`src/rtl/vbsme_pkg.sv`:
```
// Shared widths, sizes and FSM encoding for the block-matching motion search.
package vbsme_pkg;
    localparam int DATA_W = 32;
    localparam logic [DATA_W-1:0] SAD_MAX = '1;
    localparam int NUM_CAND = 3721;
    localparam int CNT_W = 12;

    typedef enum logic [1:0] {
        IDLE = 2'd0,
        RUN  = 2'd1,
        DONE = 2'd2
    } state_t;
endpackage

```
`src/rtl/sad_compare_select.sv`:
```
// Strict-less SAD compare and 3-word select between candidate and stored best.
module sad_compare_select #(
    parameter int DATA_W = vbsme_pkg::DATA_W
) (
    input  logic [DATA_W-1:0] i_cand_sad,
    input  logic [DATA_W-1:0] i_cand_row,
    input  logic [DATA_W-1:0] i_cand_col,
    input  logic [DATA_W-1:0] i_best_sad,
    input  logic [DATA_W-1:0] i_best_row,
    input  logic [DATA_W-1:0] i_best_col,
    output logic [DATA_W-1:0] o_next_sad,
    output logic [DATA_W-1:0] o_next_row,
    output logic [DATA_W-1:0] o_next_col
);
    logic w_take;

    // Strict compare: on a tie the earlier (stored) candidate wins.
    assign w_take     = (i_cand_sad < i_best_sad);
    assign o_next_sad = w_take ? i_cand_sad : i_best_sad;
    assign o_next_row = w_take ? i_cand_row : i_best_row;
    assign o_next_col = w_take ? i_cand_col : i_best_col;
endmodule

```
`src/rtl/sad_min_tracker.sv`:
```
// Running-minimum tracker over one search window of (SAD, row, col) candidates.
// state | meaning: IDLE = no window yet; RUN = accepting candidates; DONE = Best* final.
module sad_min_tracker #(
    parameter int DATA_W   = vbsme_pkg::DATA_W,
    parameter int NUM_CAND = vbsme_pkg::NUM_CAND,
    parameter int CNT_W    = vbsme_pkg::CNT_W
) (
    input  logic              i_clk,
    input  logic              i_rst,
    input  logic              i_start,
    input  logic              i_cand_valid,
    output logic              o_cand_ready,
    input  logic [DATA_W-1:0] i_cand_sad,
    input  logic [DATA_W-1:0] i_cand_row,
    input  logic [DATA_W-1:0] i_cand_col,
    output logic [DATA_W-1:0] o_best_sad,
    output logic [DATA_W-1:0] o_best_row,
    output logic [DATA_W-1:0] o_best_col,
    output logic              o_busy,
    output logic              o_done
);
    import vbsme_pkg::*;

    localparam logic [CNT_W-1:0] LAST_IDX = CNT_W'(NUM_CAND - 1);

    state_t            r_state;
    state_t            w_state_next;
    logic [CNT_W-1:0]  r_count;
    logic [DATA_W-1:0] r_best_sad;
    logic [DATA_W-1:0] r_best_row;
    logic [DATA_W-1:0] r_best_col;
    logic [DATA_W-1:0] w_next_sad;
    logic [DATA_W-1:0] w_next_row;
    logic [DATA_W-1:0] w_next_col;
    logic              w_accept;
    logic              w_begin;

    assign o_cand_ready = (r_state == RUN);
    assign o_busy       = (r_state == RUN);
    assign o_done       = (r_state == DONE);
    assign o_best_sad   = r_best_sad;
    assign o_best_row   = r_best_row;
    assign o_best_col   = r_best_col;

    assign w_accept = i_cand_valid && (r_state == RUN);
    assign w_begin  = i_start && ((r_state == IDLE) || (r_state == DONE));

    sad_compare_select #(.DATA_W(DATA_W)) u_cmp_sel (
        .i_cand_sad (i_cand_sad),
        .i_cand_row (i_cand_row),
        .i_cand_col (i_cand_col),
        .i_best_sad (r_best_sad),
        .i_best_row (r_best_row),
        .i_best_col (r_best_col),
        .o_next_sad (w_next_sad),
        .o_next_row (w_next_row),
        .o_next_col (w_next_col)
    );

    always_comb begin
        w_state_next = r_state;
        case (r_state)
            IDLE:    if (i_start) w_state_next = RUN;
            RUN:     if (w_accept && (r_count == LAST_IDX)) w_state_next = DONE;
            DONE:    if (i_start) w_state_next = RUN;
            default: w_state_next = IDLE;
        endcase
    end

    always_ff @(posedge i_clk or posedge i_rst) begin
        if (i_rst) begin
            r_state    <= IDLE;
            r_count    <= '0;
            r_best_sad <= '1;
            r_best_row <= '0;
            r_best_col <= '0;
        end else begin
            r_state <= w_state_next;
            if (w_begin) begin
                r_count    <= '0;
                r_best_sad <= '1;
                r_best_row <= '0;
                r_best_col <= '0;
            end else if (w_accept) begin
                r_count    <= r_count + 1'b1;
                r_best_sad <= w_next_sad;
                r_best_row <= w_next_row;
                r_best_col <= w_next_col;
            end
        end
    end
endmodule

```
`config.mk`:
```
export PLATFORM = sky130hd
export DESIGN_NAME = sad_min_tracker
export DESIGN_NICKNAME = d
export VERILOG_FILES = /design/src/rtl/vbsme_pkg.sv /design/src/rtl/sad_compare_select.sv /design/src/rtl/sad_min_tracker.sv
export SDC_FILE = /design/constraint.sdc
export NUM_CORES = 1
export LEC_CHECK = 0
export CAP_MARGIN = 30
export CORE_MARGIN = 5
export CORE_UTILIZATION = 40
export DETAILED_ROUTE_END_ITERATION = 10
export GPL_TIMING_DRIVEN = 1
export MAX_ROUTING_LAYER = met4
export PLACE_DENSITY = 0.72
export SYNTH_ARGS = -nofsm -noshare
export SYNTH_HDL_FRONTEND = slang
export SYNTH_SLANG_ARGS = --single-unit
```
`constraint.sdc`:
```
create_clock -name i_clk -period 4.2 [get_ports i_clk]
set_input_delay 0.63 -clock i_clk [delete_from_list [all_inputs] [get_ports i_clk]]
set_output_delay 0.63 -clock i_clk [all_outputs]
set_load 0.005 [all_outputs]
```
# After elaboration in Yosys (flattened, before gate mapping)
# Cells that the tools add are included.
# word_totals
regBits	110
in_bits	100
word_cells	36
# classes
addsub	1
n_lt_le_gt_ge	1
n_eq_ne	5
muxes	14
reduce_logical	10
# ops
operator	count
$mux W32	9
$lt A32 B32 Y1	1
$mux W12	2
$add A12 B1 Y12 const B	1
$eq A12 B12 Y1 const B	1
$mux W2	2
$ne A2 B1 Y1 const B	2
$pmux W2 S2	1
$reduce_and A2 Y1	2
$reduce_bool A2 Y1	2
$logic_and A1 B1 Y1	3
$eq A2 B1 Y1 const B	1
$eq A2 B2 Y1 const B	1
$logic_not A2 Y1	1
$reduce_or A2 Y1	1
$logic_or A1 B1 Y1	1

# Depth between registers and ports, before layout
# depth
word_depth	5
depth_mapped	11
ltp_nobuf	8

# Hierarchy
# A second synthesis with hierarchy kept.
# hier_totals
hier_cells	710
hier_area_um2	6476.2
# by_module_without_submodules
module	n_inst	cells_each	area_each_um2	seq_area_each_um2
sad_min_tracker	1	496	4545.6	2792.7
sad_compare_select	1	214	1930.6	0.0

# Worst setup path before layout
# Ideal clock, no wire load.
# synth_path
path_kind	input to register
start	in i_cand_sad[31]
end	reg r_best_sad[10], in the netlist o_best_sad[10]
setup_ns	0.082
t_arrival_ns	2.866
required_ns	4.118
setup_slack_ns	1.251
stages	9
path_buffers	2
path_cell_list	ha_1 > nand4_1 > or2_1 > or3_1 > or4_4 > o211a_1 > buf_6 > buf_12 > mux2_4
# synth_via
elab_chain_cells	3
# synth_lines
element	line_no	source
start: declaration	sad_min_tracker.sv:13	input logic [DATA_W-1:0] i_cand_sad,
$lt A32 B32 Y1	sad_compare_select.sv:18	assign w_take = (i_cand_sad < i_best_sad);
$reduce_bool A2 Y1 (no source line)	--	
$reduce_and A2 Y1 (no source line)	--	
end signal: assignment	sad_min_tracker.sv:86	r_best_sad <= w_next_sad;
end: declaration	sad_min_tracker.sv:29	logic [DATA_W-1:0] r_best_sad;
# Every way passes these cells.
# A chain may end at the register's enable or synchronous reset.

# Final worst setup path
# layout_path
start	in i_cand_sad[1]
end	reg r_best_sad[8], in the netlist o_best_sad[8]
# Same word-level chain as after synthesis.

==> out/metrics.yaml <==
worst_setup_path:
  critPathMaxStageDelay_ns: 0.52
  path_class: "in -> reg"
  worst_setup_path_start_kind: "input port"
  cp_cell_sequence: "clkdlybuf4s50_1 -> ha_1 -> a2111oi_0 -> nor3_1 -> a2111oi_1 -> buf_4 -> o211a_4 -> buf_12 -> mux2_4"
  crit_family: "compound AO/OA/AOI/OAI gates"
  worstPathRequired_ns: 4.48
  arrival_ns: 3.72
  end_kind: "flop"
  slowest_stage: "a2111oi_1"
  crit_buf_inv: 3
  path_max_fanout: 84
synth:
  synth-edff-count: 0
  synthCells: 575
  synth_seq_cells: 110
  synth_cell_types: 45
  ys.flop_type: "dfrtp_1"
  yosysMostFrequentCell: "nand2_1"
  synth_warnings: 0
  yosysTopAreaCellShare: 0.3441
  synth_fa_ha_area_frac: 0.07278
  netlist_top_cells_count: "nand2_1, dfrtp_1, o22ai_1"
  yosys.area_share.xor_xnor: 0.01544
  synth_mux_area_frac: 0.08249
  synthSimpleGateAreaFrac: 0.1650
  synth_compound_gate_area_share: 0.1019
  ys_seq_area_frac: 0.4923
  synth_area_mm2: 0.005673
  synthesis.nets: 708
  synthTopCellsByArea: "dfrtp_1, dfstp_2, nand2_1"
  yosysTopAreaCell: "dfrtp_1"
  async_reset_ff_frac: 1.000
  synth_top_family_by_area: "simple AND/OR/NAND/NOR gates"
  syn_avg_cell_area_um2: 9.866
detailed_routing:
  drc: 0
  drtPass1Iterations: 5
  vias: 4894
  first_iter_violations: 317
  antenna_left: 0
  wirelength_mm: 16.02
  routedWlPerCell_um: 17.08
  avgViaCountPerCell: 5.217
timing:
  period_minus_slack_ns: 3.442
  maxSlewHeadroom: 0.4606
  finalSetupTns_ns: 0
  rsz0062_at_grt: "false"
  hold_viol: 0
  drv_slew: 0
  worst_slew_pin_slew_ns: 0.8061
  period_share: 0.8195
  timing.fmax_ghz: 0.2905
  finClkSkew_ns: 0.008838
  finalSetupViolCount: 0
  holdWs_ns: 0.5353
power_and_ir_drop:
  power_leakage_nw: 3.848
  total_power_mw: 5.339
  power.density_mw_per_mm2: 663.3
  irDropWorstVdd_v: 0.0002793
cts:
  cts_hold_buffers: 0
  numCtsBuffers: 9
  post_cts_buffers: 0
  clock_path_buffers: 2
  htree_levels: 3
  cts_sinks: 110
  cts.clk_slew.worst_paths_ns: 0.07
  cts-root-buf: "clkbuf_16"
  clock_latency_ns: 0.35
  cts_resized: 0
  cts_tree: "built"
finish:
  utilization: 0.5799
  syn2layout_area_growth_pct: 41.88
  fin_nets: 886
  final_layout_size_suffix_gt1_frac: 0.1201
  finalInstanceArea_mm2: 0.008049
  diodes: 0
floorplan:
  die_x_um: 129.1
  fp.dieH_um: 129.1
  io_pins: 199
  placementRows: 43
  die_area_mm2: 0.01666
  start_util: 0.4087
  core_mm2: 0.01388
global_route:
  grt_pass1_vias: 5147
  antenna_found_initial: 0
  grt_usage: 0.1963
  grt_pass1_wl_mm: 25.24
  grt_max_degree: 85
  gr-total-overflow: 0
placement:
  routabilityCongestion: 0.8713
  placed_area_mm2: 0.007745
  hpwl_mm: 11.33
  io_buffer_count: 198
flow_run:
  cap_violations: 0
hold_path:
  hp-class: "reg -> reg"
outcome:
  status: "finished clean"
[area by class of cell]
| type | instances | area [µm²] |
|---|---|---|
| clock buffer | 10 | 229.0 |
| sequential | 110 | 2793 |
| multi-input combinational | 391 | 2505 |
| inverter | 36 | 137.6 |
| fill | 1187 | 5832 |
| timing repair buffer | 205 | 2085 |
| clock inverter | 6 | 75.07 |
| tap | 180 | 225.2 |
[flip-flops by register name, indices dropped and copies added, names as in the netlist]
register and count:
o_best_sad 32, r_count 12, o_best_row 32, o_best_col 32
r_state 2
[cells by family after synthesis]
group / Yosys count
simple gates: 224
flops: 110
compound gates: 92
buf+inv: 74
fa+ha+maj: 33
mux: 32
xor+xnor: 10
[per-stage QoR]
stage          worst slack, ns  instances
2_1_floorplan           0.7207        575
3_3_place_gp            0.4738        921
3_5_place_dp            0.4322        922
4_1_cts                 0.8007        938
5_1_grt                 0.6531        938
6_report                0.7582        938
[power breakdown]
group	leakage [nW]	switching (mW)	internal [mW]
combinational	2.38	1.05	1.48
sequential	1.32	0.295	1.63
clock	0.146	0.407	0.474
[placed cells by master (no fill, tap or decap), types with 4 or more instances in the layout]
| cell type | instances |
|---|---|
| o22ai_1 | 64 |
| nand4_1 | 7 |
| mux2_4 | 29 |
| nor2_1 | 17 |
| ha_1 | 33 |
| a21oi_1 | 13 |
| nand3_1 | 8 |
| dfstp_2 | 32 |
| o21ai_0 | 4 |
| clkdlybuf4s50_1 | 198 |
| inv_1 | 35 |
| dfrtp_1 | 78 |
| xor2_1 | 8 |
| nand2_1 | 172 |
| buf_12 | 4 |
| clkbuf_16 | 9 |
[final timing paths]
kind,cells after the start,start,to,slack (ns)
max,9,i_cand_sad[1],o_best_sad[8]$_DFFE_PP1P_,0.76
min,2,o_best_col[3]$_DFFE_PP0P_,o_best_col[3]$_DFFE_PP0P_,0.54
max reg2reg,9,o_best_sad[1]$_DFFE_PP1P_,o_best_sad[8]$_DFFE_PP1P_,0.90
min reg2reg,2,o_best_col[3]$_DFFE_PP0P_,o_best_col[3]$_DFFE_PP0P_,0.54
max in group asynchronous,3,i_rst,o_best_sad[25]$_DFFE_PP1P_,2.57
min in group asynchronous,2,i_rst,r_count[0]$_DFFE_PP0P_,0.72
[tightest hold or removal path, delay by kind of cell (launching register included)]
kind             cells  cell delay [ns]
AO/OA/AOI/OAI        1             0.06
flip-flops           1             0.38
AND/OR/NAND/NOR      1             0.06
[layer usage]
metal | share of wire | track usage | wire [µm] | up-vias
li1 | - | - | - | 2300
met1 | 0.43 | 0.2479 | 6859 | 2386
met2 | 0.49 | 0.3091 | 7881 | 179
met3 | 0.054 | 0.03669 | 867 | 29
met5 | 0 | - | 0 | -
met4 | 0.026 | 0.08586 | 412 | 0
Note: power is estimated with default switching activity, not from simulation.
